<file path="config.mk">
export PLATFORM = sky130hd
export DESIGN_NAME = ovr_i_shtdwn_gen_flat
export DESIGN_NICKNAME = d
export VERILOG_FILES = /design/src/rtl/ovr_i_shtdwn_gen_pkg.sv /design/src/rtl/ovr_i_shtdwn_gen_if.sv /design/src/rtl/ovr_i_shtdwn_gen_synch.sv /design/src/rtl/ovr_i_shtdwn_gen.sv /design/src/flat_wrapper.sv
export SDC_FILE = /design/constraint.sdc
export NUM_CORES = 1
export LEC_CHECK = 0
export BUFFER_PORTS_ARGS = -buffer_cell sky130_fd_sc_hd__buf_2
export CAP_MARGIN = 20
export CORE_ASPECT_RATIO = 1.25
export CORE_UTILIZATION = 55
export DETAILED_ROUTE_END_ITERATION = 7
export PLACE_DENSITY_LB_ADDON = 0.08
export SLEW_MARGIN = 20
export SYNTH_ARGS = -nofsm -noshare
export SYNTH_HDL_FRONTEND = slang
export SYNTH_SLANG_ARGS = --single-unit
</file>
<file path="constraint.sdc">
create_clock -name clk -period 3.1 [get_ports clk]
set_clock_uncertainty 0.05 [all_clocks]
set_input_delay 0.31 -clock clk [delete_from_list [all_inputs] [get_ports clk]]
set_output_delay 0.31 -clock clk [all_outputs]
set_load 0.02 [all_outputs]
</file>
<file path="src/rtl/ovr_i_shtdwn_gen_pkg.sv">
// segway_ovr_pkg: shared state encoding, default parameters and helpers for the overcurrent shutdown block
package segway_ovr_pkg;
  typedef enum logic [1:0] {BLANK = 2'd0, WINDOW = 2'd1, TRIPPED = 2'd2} ovr_state_t;
  localparam int OVR_PERIOD = 2048;
  localparam int OVR_BLANK_CYC = 128;
  localparam int OVR_FAULT_LIMIT = 3;
  function automatic logic [3:0] sat_inc(input logic [3:0] c);
    return (c == 4'hF) ? c : c + 4'd1;
  endfunction
endpackage

</file>
<file path="src/rtl/ovr_i_shtdwn_gen_if.sv">
// ovr_i_shtdwn_gen_if: PWM_synch/OVR_I pins in, OVR_I_shtdwn/flt_cnt out; master drives stimulus, slave is the block
interface ovr_i_shtdwn_gen_if;
  logic       PWM_synch;
  logic       OVR_I_lft;
  logic       OVR_I_rght;
  logic       OVR_I_shtdwn;
  logic [3:0] flt_cnt;
  modport master(output PWM_synch, OVR_I_lft, OVR_I_rght, input OVR_I_shtdwn, flt_cnt);
  modport slave(input PWM_synch, OVR_I_lft, OVR_I_rght, output OVR_I_shtdwn, flt_cnt);
endinterface

</file>
<file path="src/rtl/ovr_i_shtdwn_gen_synch.sv">
// ovr_i_synch: 2-flop synchroniser; clk, rst_n (async low), d_i raw pin, q_o synchronised level
module ovr_i_synch (
  input  logic clk,
  input  logic rst_n,
  input  logic d_i,
  output logic q_o
);
  logic s1_q, s2_q;
  always_ff @(posedge clk or negedge rst_n)
    if (!rst_n) {s2_q, s1_q} <= 2'b00;
    else {s2_q, s1_q} <= {s1_q, d_i};
  assign q_o = s2_q;
endmodule

</file>
<file path="src/rtl/ovr_i_shtdwn_gen.sv">
// ovr_i_shtdwn_gen: blanked overcurrent fault counter with sticky shutdown; clk, rst_n (async low), ovr_if slave (PWM_synch, OVR_I_lft/rght in; OVR_I_shtdwn, flt_cnt out)
module ovr_i_shtdwn_gen
  import segway_ovr_pkg::*;
#(
  parameter int PERIOD = OVR_PERIOD,
  parameter int BLANK_CYC = OVR_BLANK_CYC,
  parameter int FAULT_LIMIT = OVR_FAULT_LIMIT
) (
  input logic clk,
  input logic rst_n,
  ovr_i_shtdwn_gen_if.slave ovr_if
);
  localparam int CW = $clog2(PERIOD);
  localparam logic [1:0] ST_BLANK = BLANK;
  localparam logic [1:0] ST_WINDOW = WINDOW;
  localparam logic [1:0] ST_TRIPPED = TRIPPED;
  logic lft_s, rght_s, ovr_any, run, close, qual, hit, trip;
  logic [CW-1:0] blk_cnt_q, blk_cnt_d;
  logic [1:0] state_q, state_d;
  logic prd_flt_q, prd_flt_d, shtdwn_q, shtdwn_d;
  logic [3:0] flt_cnt_q, flt_cnt_d, cnt_nxt;
  ovr_i_synch u_sync_lft (.clk(clk), .rst_n(rst_n), .d_i(ovr_if.OVR_I_lft), .q_o(lft_s));
  ovr_i_synch u_sync_rght (.clk(clk), .rst_n(rst_n), .d_i(ovr_if.OVR_I_rght), .q_o(rght_s));
  assign ovr_any = lft_s | rght_s;
  always_comb begin
    run = state_q != ST_TRIPPED;
    close = run & ovr_if.PWM_synch;
    qual = (state_q == ST_WINDOW) & ovr_any;
    hit = prd_flt_q | qual;
    cnt_nxt = hit ? sat_inc(flt_cnt_q) : 4'd0;
    trip = close & (cnt_nxt >= 4'(FAULT_LIMIT));
    flt_cnt_d = close ? cnt_nxt : flt_cnt_q;
    prd_flt_d = close ? 1'b0 : prd_flt_q | qual;
    blk_cnt_d = !run ? blk_cnt_q
              : ovr_if.PWM_synch ? '0
              : (state_q == ST_BLANK && blk_cnt_q != CW'(BLANK_CYC)) ? blk_cnt_q + 1'b1
              : blk_cnt_q;
    state_d = trip ? ST_TRIPPED
            : close ? ST_BLANK
            : (state_q == ST_BLANK && blk_cnt_q == CW'(BLANK_CYC - 1)) ? ST_WINDOW
            : state_q;
    shtdwn_d = shtdwn_q | trip;
  end
  always_ff @(posedge clk or negedge rst_n)
    if (!rst_n) begin
      blk_cnt_q <= '0;
      state_q <= ST_BLANK;
      prd_flt_q <= 1'b0;
      flt_cnt_q <= 4'd0;
      shtdwn_q <= 1'b0;
    end else begin
      blk_cnt_q <= blk_cnt_d;
      state_q <= state_d;
      prd_flt_q <= prd_flt_d;
      flt_cnt_q <= flt_cnt_d;
      shtdwn_q <= shtdwn_d;
    end
  assign ovr_if.OVR_I_shtdwn = shtdwn_q;
  assign ovr_if.flt_cnt = flt_cnt_q;
endmodule

</file>
<file path="src/flat_wrapper.sv">
// flat-port wrapper written by rule: the top's interface ports become plain ports
module ovr_i_shtdwn_gen_flat import segway_ovr_pkg::*;
#(
  parameter int PERIOD = OVR_PERIOD,
  parameter int BLANK_CYC = OVR_BLANK_CYC,
  parameter int FAULT_LIMIT = OVR_FAULT_LIMIT
)
  (clk, rst_n, ovr_if_PWM_synch, ovr_if_OVR_I_lft, ovr_if_OVR_I_rght, ovr_if_OVR_I_shtdwn, ovr_if_flt_cnt);
  ovr_i_shtdwn_gen_if ovr_if_i ();
  input logic clk;
  input logic rst_n;
  input wire logic [$bits(ovr_if_i.PWM_synch)-1:0] ovr_if_PWM_synch;
  input wire logic [$bits(ovr_if_i.OVR_I_lft)-1:0] ovr_if_OVR_I_lft;
  input wire logic [$bits(ovr_if_i.OVR_I_rght)-1:0] ovr_if_OVR_I_rght;
  output wire logic [$bits(ovr_if_i.OVR_I_shtdwn)-1:0] ovr_if_OVR_I_shtdwn;
  output wire logic [$bits(ovr_if_i.flt_cnt)-1:0] ovr_if_flt_cnt;
  assign ovr_if_i.PWM_synch = ovr_if_PWM_synch;
  assign ovr_if_i.OVR_I_lft = ovr_if_OVR_I_lft;
  assign ovr_if_i.OVR_I_rght = ovr_if_OVR_I_rght;
  assign ovr_if_OVR_I_shtdwn = ovr_if_i.OVR_I_shtdwn;
  assign ovr_if_flt_cnt = ovr_if_i.flt_cnt;
  ovr_i_shtdwn_gen #(.PERIOD(PERIOD), .BLANK_CYC(BLANK_CYC), .FAULT_LIMIT(FAULT_LIMIT)) u_core (.clk(clk), .rst_n(rst_n), .ovr_if(ovr_if_i));
endmodule
</file>
==> run metrics, run 1 <==
pwr/cell area=366 nW/um^2; asr flop ratio synth=100%; VDD IR-drop max=0.373 mV; total grt overflow=0; Post-synth EDFFs=0; Setup TNS=0 ps; area grow syn2layout=7.29%; max cap viols=0; Worst EP arrival=2350 ps; port buffer count=9; mean routed wirelength per cell=16.0 um; Clock Sinks=23; core area=2050 sq um; drc violations=0; Routed Wire Length=2740 um; Worst Tran Pin Value=692 ps; GRT Util Overall=26.4%; Final Non-Filler Cells=171; Worst EP required=3260 ps; # hold bufs at CTS=1; Crit Path Class=reg -> reg; Final setup violation count=0; RePlAce Congestion=0.904; FILL cells=178; Hold Path Class=in -> reg; share of layout cells above drive strength 1=12.1%; most common cell after layout, fill and taps aside=dfrtp_1; Tmin final=2190 ps; DRT antenna net count=0; Seq/Total Area, Yosys=46.6%; Post-DP HPWL=1900 um; critical path startpoint category=flip-flop; DP Cell Count=166; Synth Cell Area=1240 sq um; Die W=44.4 um; via/cell ratio=6.35; ranking of synthesized cells by area=dfrtp_1, a21oi_1, nand2_1, nand4_1, ha_1; initial antenna violation count=0; Site Rows=18; H-tree depth=1; most frequent cells in the layout=dfrtp_1, nand2_1, inv_1, nor2_1, a21oi_1; Yosys top cell by area=dfrtp_1; Netlist cell types=39; final net count=150; Die ar.=2440 sq um; crit end category=flip-flop; Syn Inst Count=131; RSZ-0062 raised after global routing=no; global-route wire length before repair=4530 um; leakage power=0.000574 uW; Num CTS Buffers=3; CTS tree=done; Final Hold Viols=0; highest net fanout along the worst path=10; YS warnings=0; Seq cells post-synth=23; CTS clk-pin slew, worst paths=120 ps; Synthesized Nets=139; Clock Path Buffers=2; post-layout util=64.7%; Fin Hold WS=41.1 ps; post-synth top area share=46.6%; first-pass iteration count of the detailed router=4; Slew Viols, Final=0; fmax=457 MHz; Die H=55.0 um; initial drt markers=34; via count=1086; Slew HR=53.5%; IO Pins=10; Post-CTS Setup Inserts=0; post-cts resize count=0; Tcrit/Tclk final=70.6%; outcome=finished clean; vias in the first global route=990; largest net degree at the start of global routing=24; Most used DFF post-synth=dfrtp_1; Starting Density=60.3%; n_diodes=0; synthesized area per cell=9.44 sq um; CTS Root Cell=clkbuf_4; clk_lat worst skew=310 ps
synthesized netlist by cell type, types with 2 or more instances:
library cell,instances
a21oi_1,10
a31oi_1,2
and2_1,3
o31ai_1,5
dfrtp_1,23
buf_6,2
nand3_1,2
nand2_1,12
o21ai_0,2
nor2_1,10
clkbuf_1,2
or4_1,5
nand4_1,7
inv_1,10
a211o_1,2
nor3_1,5
ha_1,3
a32o_1,2
and3_1,4
worst max-delay path, cell delays in order (launching register included):
cell,delay [ps]
dfrtp_1,450
inv_1,100
ha_1,150
nor4b_1,520
and4_1,490
nor2_1,100
a32o_1,230
report_power, final:
part	switching [uW]	leakage [uW]	total, uW	internal [uW]
registers	5.24	0.000309	312	307
clock network	88.2	0.0000177	136	48.2
logic	24.2	0.000247	36.7	12.6
total	118	0.000574	485	368
registers in the layout, summed over array words and instances, names as in the netlist:
register	flops
u_core.u_sync_rght.q_o	1
u_core.u_sync_lft.s1_q	1
u_core.state_q	2
u_core.prd_flt_q	1
u_core.u_sync_rght.s1_q	1
u_core.u_sync_lft.q_o	1
u_core.ovr_if.flt_cnt	4
u_core.ovr_if.OVR_I_shtdwn	1
u_core.blk_cnt_q	11
metrics by stage:
step | instance area, sq um | worst slack, ps | total power, uW
floorplan | 1240 | 1260 | 339
finish | 1330 | 912 | 485
detailed placement | 1290 | 1010 | 353
global placement | 1290 | 1110 | 352
global route | 1330 | 731 | 510
CTS | 1330 | 976 | 492
per-layer routing:
metal | global-route usage (%) | vias up | part of all wire (%)
li1 | - | 507 | -
met1 | 30.6 | 526 | 40
met2 | 47.1 | 43 | 52
met3 | 4.22 | 10 | 4.8
met4 | 13.6 | 0 | 3.1
met5 | 0 | - | 0
worst paths after layout:
kind                       slack, ps  depth (start not counted)                endpoint                   start
min in group asynchronous        430                          2       u_core.state_q[0]                   rst_n
min                               40                          1  u_core.u_sync_lft.s1_q        ovr_if_OVR_I_lft
max                              910                          6     u_core.blk_cnt_q[5]     u_core.blk_cnt_q[0]
max in group asynchronous       2210                          2     u_core.blk_cnt_q[0]                   rst_n
max reg2reg                      910                          6     u_core.blk_cnt_q[5]     u_core.blk_cnt_q[0]
min reg2reg                      320                          0   u_core.u_sync_lft.q_o  u_core.u_sync_lft.s1_q
cell type report:
type | count | area [sq um] | area share (%)
Sequential cell | 23 | 576 | 43.4
Timing Repair Buffer | 11 | 62.6 | 4.72
Multi-Input combinational cell | 93 | 586 | 44.2
Clock inverter | 1 | 5.00 | 0.377
Inverter | 10 | 37.5 | 2.83
Tap cell | 30 | 37.5 | 2.83
Clock buffer | 3 | 22.5 | 1.70
logic make-up after synthesis:
group / share of synthesized area (%)
AOI/OAI and AO/OA: 19.2
adders and majority gates: 3.04
buffers and inverters: 6.07
DFF: 46.6
muxes: 0.810
and+or+nand+nor: 24.3
Power figures use the tool's default switching activity.
==> run 2: changes to the inputs <==
- ABC_AREA: not set -> 1
- clock period: 3.1 -> 2.1 ns (I/O delays scaled with it)
==> run 2 against run 1 <==
Against the previous run: register-to-register slack worse by 580 ps; global-route usage down 2.4 points; combinational power is 37% higher; critical path depth is 3 higher; fmax is 24% higher; largest power group unchanged; utilization grew 0.66 points; power up 45%.
==> run metrics, run 2 <==
crit end category=flip-flop; leakage power=0.000761 uW; max cap viols=0; post-cts resize count=0; H-tree depth=1; outcome=finished clean; Worst EP required=2260 ps; Final Hold Viols=0; largest net degree at the start of global routing=24; Site Rows=19; Clock Path Buffers=2; Slew Viols, Final=0; VDD IR-drop max=0.572 mV; n_diodes=0; global-route wire length before repair=4730 um; Post-DP HPWL=1960 um; via/cell ratio=5.07; Synth Cell Area=1360 sq um; Die ar.=2670 sq um; total grt overflow=0; Post-CTS Setup Inserts=0; Num CTS Buffers=3; ranking of synthesized cells by area=dfrtp_1, nand2_1, nand3_1, inv_1, nor2_1; Hold Path Class=in -> reg; Seq/Total Area, Yosys=42.4%; max FFs per register=11; Reg with most FFs=u_core.blk_cnt_q; initial antenna violation count=0; Worst Tran Pin Value=500 ps; area grow syn2layout=8.66%; via count=1212; vias in the first global route=1141; clk_lat worst skew=300 ps; Post-synth EDFFs=0; Most used DFF post-synth=dfrtp_1; core area=2260 sq um; Netlist cell types=21; synthesized area per cell=6.97 sq um; CTS tree=done; pwr/cell area=477 nW/um^2; RSZ-0062 raised after global routing=no; Yosys top cell by area=dfrtp_1; Clock Sinks=23; Seq cells post-synth=23; most frequent cells in the layout=nand2_1, inv_1, nor2_1; post-layout util=65.4%; Final setup violation count=0; Starting Density=60.2%; CTS Root Cell=clkbuf_4; critical path startpoint category=flip-flop; CTS clk-pin slew, worst paths=120 ps; highest net fanout along the worst path=12; mean routed wirelength per cell=11.0 um; placed inst area=1420 sq um; Die H=57.6 um; Synthesized Nets=203; DRT antenna net count=0; Worst EP arrival=1920 ps; fin area=1480 sq um; asr flop ratio synth=100%; Fin Hold WS=290 ps; count leader, synth=nand2_1; fmax=567 MHz; YS warnings=0; initial drt markers=16; final net count=217; IO Pins=10; drc violations=0; # hold bufs at CTS=3; synth cell count leaders=nand2_1, inv_1, nor2_1, dfrtp_1, nand3_1; Syn Inst Count=195; Setup TNS=0 ps; Slew HR=66.7%; GRT Util Overall=24.0%; most common cell after layout, fill and taps aside=nand2_1; Routed Wire Length=2630 um; Tcrit/Tclk final=84.0%; Tmin final=1760 ps; post-synth top area share=42.4%; share of layout cells above drive strength 1=10.1%; Die W=46.5 um; Crit Path Class=reg -> reg; port buffer count=9; RePlAce Congestion=0.907; first-pass iteration count of the detailed router=4
run 2: cell count changes in the layout (fill, tap and decap cells not counted), moves of 7 or more:
cell     delta
nand2_1    +50
nor2_1     +14
nand3_1    +20
a21oi_1     -7
inv_1      +19
run 2: logic make-up after synthesis:
family	after synthesis	share of synthesized area (%)
flip-flops	23	42.4
adder cells (fa/ha/maj)	3	2.76
AO/OA/AOI/OAI	9	4.14
AND/OR/NAND/NOR	124	38.9
XOR/XNOR	2	1.29
buffers and inverters	34	10.6
run 2: path summary, 6_finish.rpt:
path                                         start                      to  slack, ps  cells past startpoint
max                            u_core.blk_cnt_q[0]    u_core.blk_cnt_q[10]        340                      9
min in group asynchronous                    rst_n     u_core.blk_cnt_q[3]        330                      2
max in group asynchronous                    rst_n  u_core.u_sync_rght.q_o       1330                      2
min                               ovr_if_PWM_synch     u_core.blk_cnt_q[9]        290                      4
max reg2reg                    u_core.blk_cnt_q[0]    u_core.blk_cnt_q[10]        340                      9
min reg2reg                u_core.u_sync_rght.s1_q  u_core.u_sync_rght.q_o        310                      0
run 2: per-layer routing:
metal | global-route usage [%] | routed length [um] | share of wire [%]
met1 | 28.1 | 1160 | 44
met4 | 6.30 | 27 | 1.0
met3 | 2.85 | 50 | 1.9
met2 | 43.8 | 1390 | 53
met5 | 0 | 0 | 0
run 2: power by group:
part | internal, uW | switching, uW
combinational | 17.5 | 32.6
sequential | 451 | 8.26
clock | 71.0 | 124
total | 540 | 165
run 2: worst max-delay path, stage by stage (launching register included):
cell and delay [ps]:
dfrtp_1 470, inv_1 120, ha_1 160, nand2_1 50, nor3_1 120, nand3_1 100, nand2_2 210, nand2_2 200
nand2_1 120, nand2_1 50
run 2: final cells by class:
type	instances	area, sq um
fillers	208	782
multi-input cells	138	639
flip-flops and latches	23	576
inverters	30	113
repair buffers	13	82.6
well taps	31	38.8
clock buffers	3	22.5
clock inverters	1	5.00
run 2: through the flow:
stage / setup WS, ps / std cells / total power (uW)
2_1_floorplan: 657 / 195 / 492
3_3_place_gp: 455 / 232 / 512
3_5_place_dp: 378 / 232 / 515
4_1_cts: 350 / 239 / 720
5_1_grt: 190 / 239 / 750
6_report: 336 / 239 / 704
